===== src/rtl/muldiv_pkg.sv =====
// -----------------------------------------------------------------------------
// muldiv_pkg
// Shared definitions for the multiply/divide sequencer of the multicycle MIPS
// datapath: the sequencer state encoding and the op-select constants used to
// pick between the iterative multiplier and divider units.
// -----------------------------------------------------------------------------
package muldiv_pkg;

  // Sequencer states. IDLE must be zero so the reset state is all-zeros.
  typedef enum logic [2:0] {
    IDLE  = 3'd0,
    INIT  = 3'd1,
    RUN   = 3'd2,
    WRITE = 3'd3,
    EXC   = 3'd4
  } state_t;

  // Operation select carried with the start request (also the HI/LO mux code).
  localparam logic OP_MULT = 1'b0;
  localparam logic OP_DIV  = 1'b1;

endpackage


===== src/rtl/muldiv_seq.sv =====
// -----------------------------------------------------------------------------
// muldiv_seq
// Sequencer for the iterative multiplier and divider units. The main control
// FSM issues a one-cycle start for MULT or DIV and stalls on busy. This block
// initialises the chosen unit, drives its step enable for N_STEPS cycles,
// writes HI/LO from that unit and pulses done.
//
// Optional feature: define MULDIV_DIVZERO_EN to turn a DIV with a zero divisor
// into a one-cycle divide-by-zero exception instead of a normal divide.
//
// Ports:
//   clock         in   system clock, all state on posedge
//   reset         in   asynchronous active-high reset
//   start         in   operation request, sampled only in IDLE
//   op            in   0 = MULT, 1 = DIV, sampled with start
//   divisor_zero  in   B register == 0, sampled with start
//   abort         in   synchronous cancel of a running operation
//   busy          out  high in every state except IDLE
//   done          out  one-cycle completion pulse
//   unit_init     out  load operands into the selected unit
//   mult_op       out  multiplier step enable
//   div_op        out  divider step enable
//   hi_write      out  HI register write enable
//   lo_write      out  LO register write enable
//   mux_hi        out  HI source select (0 = multiplier, 1 = divider)
//   mux_lo        out  LO source select (0 = multiplier, 1 = divider)
//   div_zero_exc  out  divide-by-zero exception pulse
// -----------------------------------------------------------------------------
module muldiv_seq
  import muldiv_pkg::*;
#(
  parameter int N_STEPS = 32
) (
  input  logic clock,
  input  logic reset,
  input  logic start,
  input  logic op,
  input  logic divisor_zero,
  input  logic abort,
  output logic busy,
  output logic done,
  output logic unit_init,
  output logic mult_op,
  output logic div_op,
  output logic hi_write,
  output logic lo_write,
  output logic mux_hi,
  output logic mux_lo,
  output logic div_zero_exc
);

  localparam int CW = $clog2(N_STEPS);
  localparam logic [CW-1:0] COUNT_LOAD = CW'(N_STEPS - 1);

  state_t          r_state;
  state_t          w_nextState;
  logic [CW-1:0]   r_count;
  logic            r_opQ;
  logic            w_accept;
  logic            w_takeExc;

  // A request is taken only from IDLE, and a simultaneous abort cancels it.
  assign w_accept = (r_state == IDLE) && start && !abort;

  // Decide whether an accepted request diverts to the divide-by-zero
  // exception. Without the feature the divisor flag has no effect at all.
`ifdef MULDIV_DIVZERO_EN
  assign w_takeExc = (op == OP_DIV) && divisor_zero;
`else
  logic w_unusedDivZero;
  assign w_unusedDivZero = divisor_zero;
  assign w_takeExc       = 1'b0;
`endif

  // Next-state logic. abort pulls any active state back to IDLE; WRITE and EXC
  // are single-cycle states. RUN leaves once the counter has reached zero,
  // which gives exactly N_STEPS cycles in RUN after the N_STEPS-1 load.
  always_comb begin
    w_nextState = r_state;
    case (r_state)
      IDLE: begin
        if (w_accept) begin
          w_nextState = w_takeExc ? EXC : INIT;
        end
      end
      INIT: begin
        w_nextState = abort ? IDLE : RUN;
      end
      RUN: begin
        if (abort) begin
          w_nextState = IDLE;
        end else if (r_count == '0) begin
          w_nextState = WRITE;
        end
      end
      WRITE:   w_nextState = IDLE;
      EXC:     w_nextState = IDLE;
      default: w_nextState = IDLE;
    endcase
  end

  // State register and the op latch. op is captured only on the accepting
  // edge so it stays stable for the whole operation regardless of the input.
  always_ff @(posedge clock or posedge reset) begin
    if (reset) begin
      r_state <= IDLE;
      r_opQ   <= OP_MULT;
    end else begin
      r_state <= w_nextState;
      if (w_accept) begin
        r_opQ <= op;
      end
    end
  end

  // Iteration counter: loaded during INIT, counts down in RUN and saturates
  // at zero so it can never wrap back to a large value.
  always_ff @(posedge clock or posedge reset) begin
    if (reset) begin
      r_count <= '0;
    end else if (r_state == INIT) begin
      r_count <= COUNT_LOAD;
    end else if ((r_state == RUN) && (r_count != '0)) begin
      r_count <= r_count - 1'b1;
    end
  end

  // Moore output decode from the registered state and op latch.
  assign busy      = (r_state != IDLE);
  assign unit_init = (r_state == INIT);
  assign mult_op   = (r_state == RUN) && (r_opQ == OP_MULT);
  assign div_op    = (r_state == RUN) && (r_opQ == OP_DIV);
  assign hi_write  = (r_state == WRITE);
  assign lo_write  = (r_state == WRITE);
  assign mux_hi    = (r_state == WRITE) && r_opQ;
  assign mux_lo    = (r_state == WRITE) && r_opQ;

`ifdef MULDIV_DIVZERO_EN
  assign done         = (r_state == WRITE) || (r_state == EXC);
  assign div_zero_exc = (r_state == EXC);
`else
  assign done         = (r_state == WRITE);
  assign div_zero_exc = 1'b0;
`endif

endmodule


===== config.mk =====
export PLATFORM = sky130hd
export DESIGN_NAME = muldiv_seq
export DESIGN_NICKNAME = d
export VERILOG_FILES = /design/src/rtl/muldiv_pkg.sv /design/src/rtl/muldiv_seq.sv
export SDC_FILE = /design/constraint.sdc
export NUM_CORES = 1
export LEC_CHECK = 0
export ABC_CLOCK_PERIOD_IN_PS = 1900
export BUFFER_PORTS_ARGS = -buffer_cell sky130_fd_sc_hd__buf_4
export CAP_MARGIN = 20
export CELL_PAD_IN_SITES_DETAIL_PLACEMENT = 0
export CELL_PAD_IN_SITES_GLOBAL_PLACEMENT = 1
export CORE_MARGIN = 1.5
export CORE_UTILIZATION = 34
export DETAILED_ROUTE_END_ITERATION = 6
export PLACE_DENSITY_LB_ADDON = 0.2
export SKIP_LAST_GASP = 1
export SLEW_MARGIN = 20
export SYNTH_ARGS = -nofsm -noshare
export SYNTH_HDL_FRONTEND = slang
export SYNTH_SLANG_ARGS = --single-unit
export TNS_END_PERCENT = 30

===== constraint.sdc =====
create_clock -name clock -period 1.9 [get_ports clock]
set_clock_uncertainty 0.15 [all_clocks]
set_input_delay 0 -clock clock [delete_from_list [all_inputs] [get_ports clock]]
set_output_delay 0 -clock clock [all_outputs]
set_load 0.005 [all_outputs]

* Word-level counts from Yosys, hierarchy flattened *
Index checks and enable logic that the tools add are counted.

word-level totals
  bits in registers = 9
  bits in latches = 0
  memory bits (writable) = 0
  ROM bits = 0
  bits of input ports = 6
  output and inout port bits = 10
  word-level logic and storage cells = 30
  memories = 0

cells by class
  add/sub/neg operators = 1
  $mul = 0
  div/mod/pow operators = 0
  order comparisons = 0
  eq/ne operators = 5
  shift operators = 0
  multiplexer cells = 7
  bitwise logic cells = 1
  reduce and logical (&&, ||, !) cells = 13

operators by type and width
  cell                 number
  $mux 5               2
  $mux 3               3
  $pmux 3 s3           1
  $eq 3x2->1 const B   2
  $logic_and 1x1->1    6
  $logic_not 5->1      1
  $reduce_bool 5->1    1
  $sub 5x1->5 const B  1
  $eq 3x1->1 const B   1
  $logic_not 3->1      1
  $ne 3x3->1 const B   1
  $reduce_bool 3->1    1
  $mux 2               1
  $ne 2x2->1 const B   1
  $reduce_and 2->1     1
  $reduce_bool 2->1    1
  $logic_not 1->1      1
  $not 1->1            1

* Depth between registers and ports, before layout *
  word-level depth = 5
  gate-level depth with buffers = 5
  mapped depth without buffers = 5

* Least setup slack after synthesis *
No wires, ideal clock.

  path kind = register to register
  start point = register r_count[0]
  end point = register r_count[0]
  setup time = 96 ps
  data arrival time = 1,503 ps
  required time = 1,654 ps
  path slack = 151 ps
  stages on the path, launching flop included = 6
  buffers on the path = 0
  clock period less this slack = 1,749 ps
  path through = dfrtp_1 inv_1 ha_1 or4b_1 and3_1 a311oi_2

on the way
  longest elaborated chain between the ends = 3
  elaborated cells between the ends (all ways) = 6
  classes of those cells = 1 x add/sub; 2 x mux; 3 x reduce/logical

RTL lines
  what                                              line                                  RTL
  start: declaration                                muldiv_seq.sv:57                      logic [CW-1:0] r_count;
  start signal: assignment                          muldiv_seq.sv:124                     r_count <= r_count - 1'b1;
  $sub 5x1->5 or $reduce_bool 5->1 (tied branches)  muldiv_seq.sv:124, muldiv_seq.sv:123
  $mux 5 or $logic_and 1x1->1 (tied branches)       muldiv_seq.sv:123                     end else if ((r_state == RUN) && (r_count != '0)) begin
  $mux 5 or $reduce_bool 2->1 (tied branches)       -

Several ways; a longest one is shown, not always the timed one. The select of a mux whose other input is x is not followed.
A chain may end at the register's enable or synchronous reset.

* Worst setup path after layout *
Ends and elaborated chain as after synthesis.

==> summary.md <==
| Metric | Value |
|---|---|
| Status | `complete, no violations` |
| Comb power frac | `27.6%` |
| Final WL | `1.05 mm` |
| Die height | `41.8 um` |
| Critical Path AT | `1.85 ns` |
| Antenna Diode Count | `0` |
| P_leak | `0.347 nW` |
| Max Freq | `0.549 GHz` |
| Syn_nets | `63` |
| Die ar. | `1750 um2` |
| Clk sink count | `8` |
| Final Total Pwr | `481 uW` |
| Grt met1 use | `18.8%` |
| Num ports | `16` |
| 1st-pass router iterations | `4` |
| Yosys reg bits | `8` |
| Seq pwr share | `44.0%` |
| Drt initial violations | `5` |
| Num rows | `13` |
| DRC violations left | `0` |
| Fill cells | `123` |
| Max clock buf depth | `2` |
| Synth Cell Area | `512 um2` |
| Register area | `200 um2` |
| Post-synth cell types | `26` |
| Required time of the critical path | `1.92 ns` |
| Via density per instance | `5.19` |
| Total GRT Usage | `13.8%` |
| Top Usage Layer GRT | `met1` |
| Standard cell core area | `1350 um2` |
| Hold buffer count at CTS | `4` |
| H-tree depth | `1` |
| M2 GR Usage | `18.4%` |
| Die width | `41.8 um` |
| CTS tree | `yes` |
| Min-Delay Path Class | `input pin to asynchronous set/reset pin` |
| Critical path startpoint category | `flip-flop` |
| Worst Setup End Kind | `flip-flop` |
| HPWL after DPL | `783 um` |
| Worst Path Max Fanout | `4` |
| Pint | `338 uW` |
| Mean Syn Cell Area | `9.14 um2` |
| Register area share after synthesis | `39.1%` |
| PortBufs | `13` |
| First-pass GRT wire length | `1.80 mm` |
| Synth-to-layout area growth | `36.4%` |
| Setup bufs post-CTS | `0` |
| Post-Layout Inst Area | `698 um2` |
| Routability cong. | `0.744` |
| Final core occ | `51.7%` |
| Average wire per standard cell | `11.5 um` |
| Power per standard cell area | `690 nW/um2` |
| Remaining antenna violation count | `0` |
| Peak VDD IR | `0.000438 V` |
| Post-route setup TNS | `0 ns` |
| NetSw | `144 uW` |
| Met3 Track Usage GR | `5.22%` |
| CTS Buf Count | `3` |
| Final Slew Violations | `0` |
| Unrepaired setup endpoints after global routing | `false` |
| Largest net degree at the start of global routing | `11` |
| Clock Latency Late Sink | `0.26 ns` |
| Overflow left after global routing | `0` |
| Yosys warning count | `0` |
| Post-DP Area | `636 um2` |
| Final nets | `85` |
| Syn Inst Count | `56` |
| Initial antenna violation count | `0` |
| Multi-input logic area | `248 um2` |
| Final hold vios | `0` |
| Initial Utilization | `37.9%` |
| Clock share of power | `28.3%` |
| Tcrit/Tclk final | `95.8%` |
| Final setup violation count | `0` |
| Vias after detailed routing | `472` |
| CTS Root Cell | `clkbuf_4` |
| Worst-path clk slew | `0.06 ns` |
| Layout cells sized above 1 | `32.9%` |
| WS Path Type | `flip-flop to flip-flop` |
| Vias in the first global route | `409` |
| Max-cap violations | `0` |
| Tmin final | `1.82 ns` |
| Post-cts sizing count | `0` |
| Sw Ratio | `29.8%` |
flip-flops by register name, indices dropped and copies added, names as in the netlist:
signal	flops
r_state	2
r_count	5
r_opQ	1
worst paths after layout:
path,end,slack [ns],startpoint,cells past startpoint
worst max-delay path,r_count[0],0.08,r_count[0],5
worst min-delay path,r_count[1],0.10,reset,3
worst max register to register,r_count[0],0.08,r_count[0],5
worst min register to register,r_opQ,0.39,r_opQ,1
max in group asynchronous,r_count[3],1.25,reset,3
min in group clock,r_state[0],0.32,abort,3
Yosys cell counts (all sizes together):
cell / instances / area, um2
o21a: 1 / 7.51
mux2i: 1 / 10.0
mux2: 1 / 11.3
buf: 4 / 30.0
nor3: 3 / 15.0
nor4b: 2 / 17.5
o21ba: 1 / 10.0
a31oi: 1 / 6.26
nor2b: 3 / 18.8
inv: 7 / 26.3
and3: 2 / 12.5
a21oi: 2 / 10.0
ha: 1 / 12.5
clkbuf: 2 / 7.51
o21ai: 2 / 10.0
nand2: 1 / 3.75
o2111ai: 2 / 17.5
and2: 1 / 6.26
or2: 1 / 6.26
o41ai: 2 / 17.5
nor2: 3 / 11.3
conb: 1 / 3.75
dfrtp: 8 / 200
a311oi: 1 / 15.0
o211ai: 2 / 15.0
or4b: 1 / 10.0
layout by cell type, fill, tap and decap left out, types with 3 or more instances in the layout:
master and instances:
nor3_1 3, dlygate4sd3_1 4, clkbuf_4 3, nor2_1 3, buf_4 19, nor2b_1 3
dfrtp_1 8, inv_1 7
cell type report:
| cell class | count | area share, % |
|---|---|---|
| Tap cell | 15 | 2.69 |
| Inverter | 7 | 3.76 |
| Timing Repair Buffer | 23 | 26.2 |
| Multi-Input combinational cell | 35 | 35.5 |
| Clock buffer | 3 | 3.23 |
| Sequential cell | 8 | 28.7 |
power by group through the flow:
stage | Sequential, mW | Combinational [mW] | Clock (mW)
detailed placement | 0.214 | 0.129 | 0
floorplan | 0.215 | 0.0720 | 0
global route | 0.215 | 0.153 | 0.151
finish | 0.212 | 0.133 | 0.136
CTS | 0.211 | 0.135 | 0.140
global placement | 0.214 | 0.128 | 0
layer usage:
metal	vias to the layer above	routed length, um
met3	0	45
met5	-	0
met2	7	479
met4	0	0
met1	230	520
li1	235	-
critical path: stages (launching register included):
cell and delay, ns:
dfrtp_1 0.38, inv_1 0.09, ha_1 0.21, or4b_1 0.46, and3_1 0.21, a311oi_2 0.22
per-stage QoR:
step	hold WS, ns	instances	setup WS, ns
2_1_floorplan	-0.334	56	0.151
3_3_place_gp	-0.165	84	0.131
3_5_place_dp	-0.165	84	0.106
4_1_cts	0.105	91	0.0840
5_1_grt	0.154	91	0.00639
6_report	0.100	91	0.0789
logic make-up after synthesis:
| kind of cell | Yosys count | synth area share (%) |
|---|---|---|
| multiplexers | 2 | 4.16 |
| AO/OA/AOI/OAI | 14 | 21.3 |
| other | 1 | 0.733 |
| adder cells (fa/ha/maj) | 1 | 2.44 |
| buffers and inverters | 13 | 12.5 |
| flip-flops | 8 | 39.1 |
| AND/OR/NAND/NOR | 17 | 19.8 |
(Power assumes the default switching activity.)
